$ cat src/rtl/fp_mul_norm_round_pipe.sv
// Two-stage multiply normalise/round/pack pipeline with valid/ready backpressure.
// Stage 1 normalises the raw significand product; stage 2 rounds, detects over/underflow and packs.
module fp_mul_norm_round_pipe #(
    parameter int EXP_W = 8,
    parameter int MAN_W = 23
) (
    input  logic                       clk,
    input  logic                       rst_n,
    input  logic                       in_valid,
    output logic                       in_ready,
    input  logic [2*(MAN_W+1)-1:0]     in_p,
    input  logic [EXP_W+1:0]           in_s,
    input  logic                       in_sign,
    input  logic [2:0]                 in_rm,
    output logic                       out_valid,
    input  logic                       out_ready,
    output logic [EXP_W+MAN_W:0]       out_result,
    output logic [2:0]                 out_flags
);
    localparam int PW = 2*(MAN_W+1);
    localparam int EW = EXP_W+2;
    localparam logic signed [EW:0] EMAX = (EW+1)'((1 << EXP_W) - 1);

    typedef enum logic [2:0] {
        RM_RNE = 3'd0,
        RM_RTZ = 3'd1,
        RM_RDN = 3'd2,
        RM_RUP = 3'd3,
        RM_RMM = 3'd4
    } rm_e;

    logic             s1_v, s2_v, s1_load, s2_load;
    logic [EW-1:0]    s1_e;
    logic [MAN_W-1:0] s1_m;
    logic             s1_g, s1_st, s1_sign, s1_zero;
    rm_e              s1_rm;

    assign s2_load   = s1_v && (!s2_v || out_ready);
    assign in_ready  = !s1_v || s2_load;
    assign s1_load   = in_valid && in_ready;
    assign out_valid = s2_v;

    logic [EW-1:0]    n_e;
    logic [MAN_W-1:0] n_m;
    logic             n_g, n_st;
    rm_e              n_rm;

    always_comb begin
        n_e  = in_s + {{(EW-1){1'b0}}, in_p[PW-1]};
        n_m  = in_p[PW-1] ? in_p[PW-2 -: MAN_W] : in_p[PW-3 -: MAN_W];
        n_g  = in_p[PW-1] ? in_p[PW-MAN_W-2]    : in_p[PW-MAN_W-3];
        n_st = in_p[PW-1] ? |in_p[PW-MAN_W-3:0] : |in_p[PW-MAN_W-4:0];
        n_rm = (in_rm > 3'd4) ? RM_RNE : rm_e'(in_rm);
    end

    logic                   inexact, inc, to_inf, ovf, unf;
    logic [MAN_W:0]         mr;
    logic signed [EW:0]     ef;
    logic [EXP_W+MAN_W:0]   n_res;
    logic [2:0]             n_flags;

    always_comb begin
        inexact = s1_g | s1_st;
        case (s1_rm)
            RM_RTZ:  inc = 1'b0;
            RM_RDN:  inc = inexact & s1_sign;
            RM_RUP:  inc = inexact & ~s1_sign;
            RM_RMM:  inc = s1_g;
            default: inc = s1_g & (s1_st | s1_m[0]);
        endcase
        // Carry out of the mantissa leaves m at zero and bumps the exponent.
        mr  = {1'b0, s1_m} + {{MAN_W{1'b0}}, inc};
        ef  = $signed({s1_e[EW-1], s1_e}) + $signed({{EW{1'b0}}, mr[MAN_W]});
        ovf = (ef >= EMAX);
        unf = ef[EW] || (ef == '0);
        case (s1_rm)
            RM_RTZ:  to_inf = 1'b0;
            RM_RDN:  to_inf = s1_sign;
            RM_RUP:  to_inf = ~s1_sign;
            default: to_inf = 1'b1;
        endcase
        n_res   = {s1_sign, ef[EXP_W-1:0], mr[MAN_W-1:0]};
        n_flags = {2'b00, inexact};
        if (s1_zero) begin
            n_res   = {s1_sign, {(EXP_W+MAN_W){1'b0}}};
            n_flags = 3'b000;
        end else if (ovf) begin
            n_res   = to_inf ? {s1_sign, {EXP_W{1'b1}}, {MAN_W{1'b0}}}
                             : {s1_sign, {(EXP_W-1){1'b1}}, 1'b0, {MAN_W{1'b1}}};
            n_flags = 3'b101;
        end else if (unf) begin
            n_res   = {s1_sign, {(EXP_W+MAN_W){1'b0}}};
            n_flags = 3'b011;
        end
    end

    always_ff @(posedge clk or negedge rst_n) begin
        if (!rst_n) begin
            s1_v       <= 1'b0;
            s2_v       <= 1'b0;
            s1_e       <= '0;
            s1_m       <= '0;
            s1_g       <= 1'b0;
            s1_st      <= 1'b0;
            s1_sign    <= 1'b0;
            s1_zero    <= 1'b0;
            s1_rm      <= RM_RNE;
            out_result <= '0;
            out_flags  <= '0;
        end else begin
            if (s1_load)      s1_v <= 1'b1;
            else if (s2_load) s1_v <= 1'b0;
            if (s1_load) begin
                s1_e    <= n_e;
                s1_m    <= n_m;
                s1_g    <= n_g;
                s1_st   <= n_st;
                s1_sign <= in_sign;
                s1_zero <= ~|in_p;
                s1_rm   <= n_rm;
            end
            if (s2_load)        s2_v <= 1'b1;
            else if (out_ready) s2_v <= 1'b0;
            if (s2_load) begin
                out_result <= n_res;
                out_flags  <= n_flags;
            end
        end
    end
endmodule

$ cat config.mk
export PLATFORM = sky130hd
export DESIGN_NAME = fp_mul_norm_round_pipe
export DESIGN_NICKNAME = d
export VERILOG_FILES = /design/src/rtl/fp_mul_norm_round_pipe.sv
export SDC_FILE = /design/constraint.sdc
export NUM_CORES = 1
export LEC_CHECK = 0
export BUFFER_PORTS_ARGS = -buffer_cell sky130_fd_sc_hd__buf_2
export CAP_MARGIN = 30
export CORE_MARGIN = 2
export CORE_UTILIZATION = 55
export CTS_CLUSTER_SIZE = 30
export DETAILED_ROUTE_END_ITERATION = 6
export GPL_TIMING_DRIVEN = 0
export PLACE_DENSITY = 0.92
export SLEW_MARGIN = 0
export SYNTH_ARGS = -nofsm -noshare
export SYNTH_HDL_FRONTEND = slang
export SYNTH_SLANG_ARGS = --single-unit
$ cat constraint.sdc
create_clock -name clk -period 10.45 [get_ports clk]
set_input_delay 0.5225 -clock clk [delete_from_list [all_inputs] [get_ports clk]]
set_output_delay 0.5225 -clock clk [all_outputs]
set_load 0.01 [all_outputs]
==> out/metrics.cfg <==
[outcome]
status = completed

[synth]
avgSynthCellArea_sq_um = 10.1
synthArstFlopShare_pct = 100
synth_top_area_share_pct = 44.6
synthCells = 427
synth_fp_nets = 499
yosysTopAreaCell = dfrtp_1
synth_common_cells = 77 x dfrtp_1, 60 x nand2_1, 39 x o21ai_0
synth-edff-count = 0
netlist_area_sq_um = 4320
synth.area.top_cells = dfrtp_1 45%, a221o_1 7.0%, mux2i_1 5.6%
yosysMostFrequentCell = dfrtp_1
synthDistinctLibCells = 54
yosys_warnings = 0
ys_ff_latch = 77
ys_seq_area_share_pct = 44.6
synth_top_flop_cell = dfrtp_1

[setup_path]
cp-startpoint = s1_rm[0]
start_kind = flip-flop
critPathRequiredTime_ns = 10.69
arrival_ns = 4.58
cp-end-kind = flip-flop
reg2regPathDepth = 19
cp-endpoint = out_result[17]
rr_endpoint = out_result[17]
r2r_start = s1_rm[0]
r2r_slack_ns = 6.12
critical_path_class = reg -> reg
cp_max_fo = 10

[floorplan]
die-height_um = 92.6
placeableCoreArea_sq_um = 7690
top_level_ports = 103
start_util_pct = 56.2
rows = 32
die_area_sq_um = 8580
fp.dieW_um = 92.6

[place]
gp_congestion = 0.859
detailed_place_hpwl_um = 8170
port_buffers = 102
dp_worst_setup_slack_ns = 6.27

[global_routing]
gr-total-overflow = 0
track_usage_pct = 26.1
first_global_vias = 3793
grt_max_degree = 51
antenna_found_initial = 0
grt_pass1_wl_um = 17900

[routing]
top_layer_used = met4
drt-pass1-iter-count = 5
wire_per_inst_um = 16.8
drtIter0Drc = 378
num_vias = 3915
drt-met1-wl_um = 4570
routed_wl_um = 10900
vias_per_cell = 6.06
met2_length_um = 5140
antenna_left = 0
route.met3.wl_um = 884
drc_errors = 0

[sta]
slew_viol_final = 0
hold_viol_final = 0
fmax_ghz = 0.231
hold_ws_ns = 0.0768
totalNegativeSetupSlack_ns = 0
setup_ws_ns = 6.12
tightest_slew_ns = 0.679
rsz0062_at_grt = false
setup_violations = 0
slew_headroom_pct = 54.8
post-route-period-util_pct = 41.5
fin_skew_ns = 0.0113
fin_crit_ns = 4.33

[pwr]
p_switching_mw = 0.281
p_sw_share_pct = 30.9
p_int_mw = 0.631
leakagePower_nw = 2.44
pwr-share-clk_pct = 29.6
p_per_area_nw_per_um2 = 175
ir_worst_vdd_uv = 105
pwr-share-comb_pct = 25.8
seqPwrFrac_pct = 44.6

[cells_and_area]
fin_nets = 613
multiInputGateArea_sq_um = 2210
seq_area_sq_um = 1930
nFillCells = 566
synthToLayoutAreaGrowth_pct = 20.9
post-route-util_pct = 68.0
diodes = 0
drive_above_1_share_pct = 28.3

[clock_network]
cts.root.buffer_cell = clkbuf_8
path_clk_slew_ns = 0.07
clock_sinks = 77
numCtsBuffers = 9
clk_latency_ns = 0.36
ctsResizeCount = 0
holdBufCountCts = 0
postCtsSetupRepairBufs = 0
clockBufferDepth = 2
htreeDepth = 3
cts_tree = built

[flow_run]
drv_cap = 0

[hold_path]
hold_path.class = in -> async

-- power by group through the flow --
stage	registers (mW)	logic, mW	clock network (mW)
2_1_floorplan	0.415	0.129	0
5_1_grt	0.414	0.258	0.284
3_3_place_gp	0.406	0.223	0
4_1_cts	0.405	0.235	0.270
6_report	0.407	0.235	0.270
3_5_place_dp	0.410	0.233	0
-- worst min-delay path by stage --
stage | from | endpoint | slack, ns | cells past startpoint
finish | rst_n | s1_e[7] | 0.08 | 1
global route | rst_n | out_result[30] | 0.10 | 1
CTS | rst_n | out_result[13] | 0.09 | 1
detailed placement | rst_n | s1_e[6] | 0.47 | 1
global placement | out_flags[1] | out_flags[1] | 0.46 | 2
floorplan | rst_n | out_flags[0] | 0.23 | 0
-- flip-flops by register name, summed over array words and instances, names as in the netlist --
| name | cells |
|---|---|
| out_flags | 3 |
| out_result | 32 |
| out_valid | 1 |
| s1_e | 10 |
| s1_g | 1 |
| s1_m | 23 |
| s1_rm | 3 |
| s1_sign | 1 |
| s1_st | 1 |
| s1_v | 1 |
| s1_zero | 1 |
-- layer usage --
| layer | up-vias | global-route usage (%) |
|---|---|---|
| met1 | 1869 | 34.7 |
| met4 | 0 | 8.95 |
| li1 | 1806 | - |
| met2 | 211 | 42.4 |
| met3 | 29 | 6.10 |
| met5 | - | 0 |
-- placed cells by master (no fill, tap or decap), types with 3 or more instances in the layout --
master       n
xnor2_1     23
xor2_1      14
nor2_1      17
nand4_1      9
bufinv_16    3
nand2_1     60
clkbuf_1    12
and2_2       3
dfrtp_1     77
inv_1        3
o21ai_0     39
mux2_2       4
ha_1         6
nand3_1     18
buf_2      104
nor3_1       3
a221o_1     30
nor2b_1      3
mux2i_1     24
buf_4        5
nand2b_1     4
and3_1      12
buf_6        4
clkbuf_8    11
a21oi_1      5
nor4_1      13
-- metrics by stage --
| stage | total power [mW] | cells | cell area (sq um) |
|---|---|---|---|
| after global routing | 0.956 | 646 | 5220 |
| after CTS | 0.910 | 646 | 5220 |
| after detailed placement | 0.643 | 632 | 4990 |
| after floorplan | 0.544 | 427 | 4320 |
| after global placement | 0.629 | 631 | 4960 |
| final | 0.912 | 646 | 5220 |
-- cell type report --
cell class | count | share of cell area [%]
Tap cell | 102 | 2.44
Timing Repair Buffer | 103 | 10.3
Clock inverter | 4 | 1.87
Inverter | 3 | 0.216
Buffer | 27 | 3.28
Sequential cell | 77 | 36.9
Multi-Input combinational cell | 320 | 42.3
Clock buffer | 10 | 2.63
-- critical path, stage by stage (launching register included) --
cell and delay (ns):
dfrtp_1 0.42, nor2_1 0.18, a21oi_1 0.09, o21ai_0 0.08, nand2_1 0.07, a21oi_1 0.15
ha_1 0.28, nand4_1 0.23, nor2_1 0.30, and3_1 0.21, ha_1 0.28, ha_1 0.20
buf_6 0.13, nand4_1 0.22, o31ai_1 0.38, o22ai_2 0.16, nor2_1 0.27, nor4_4 0.11
buf_6 0.16, a221o_1 0.29
-- cells by family (layout without fill, tap and decap cells) --
group | count (synthesis) | after routing | share of synthesized area (%)
multiplexers | 28 | 28 | 6.60
flip-flops | 77 | 77 | 44.6
XOR/XNOR | 37 | 37 | 7.50
AO/OA/AOI/OAI | 95 | 95 | 17.3
adder cells (fa/ha/maj) | 6 | 6 | 1.74
buffers and inverters | 30 | 147 | 4.23
AND/OR/NAND/NOR | 154 | 154 | 18.1
(Power assumes the default switching activity.)
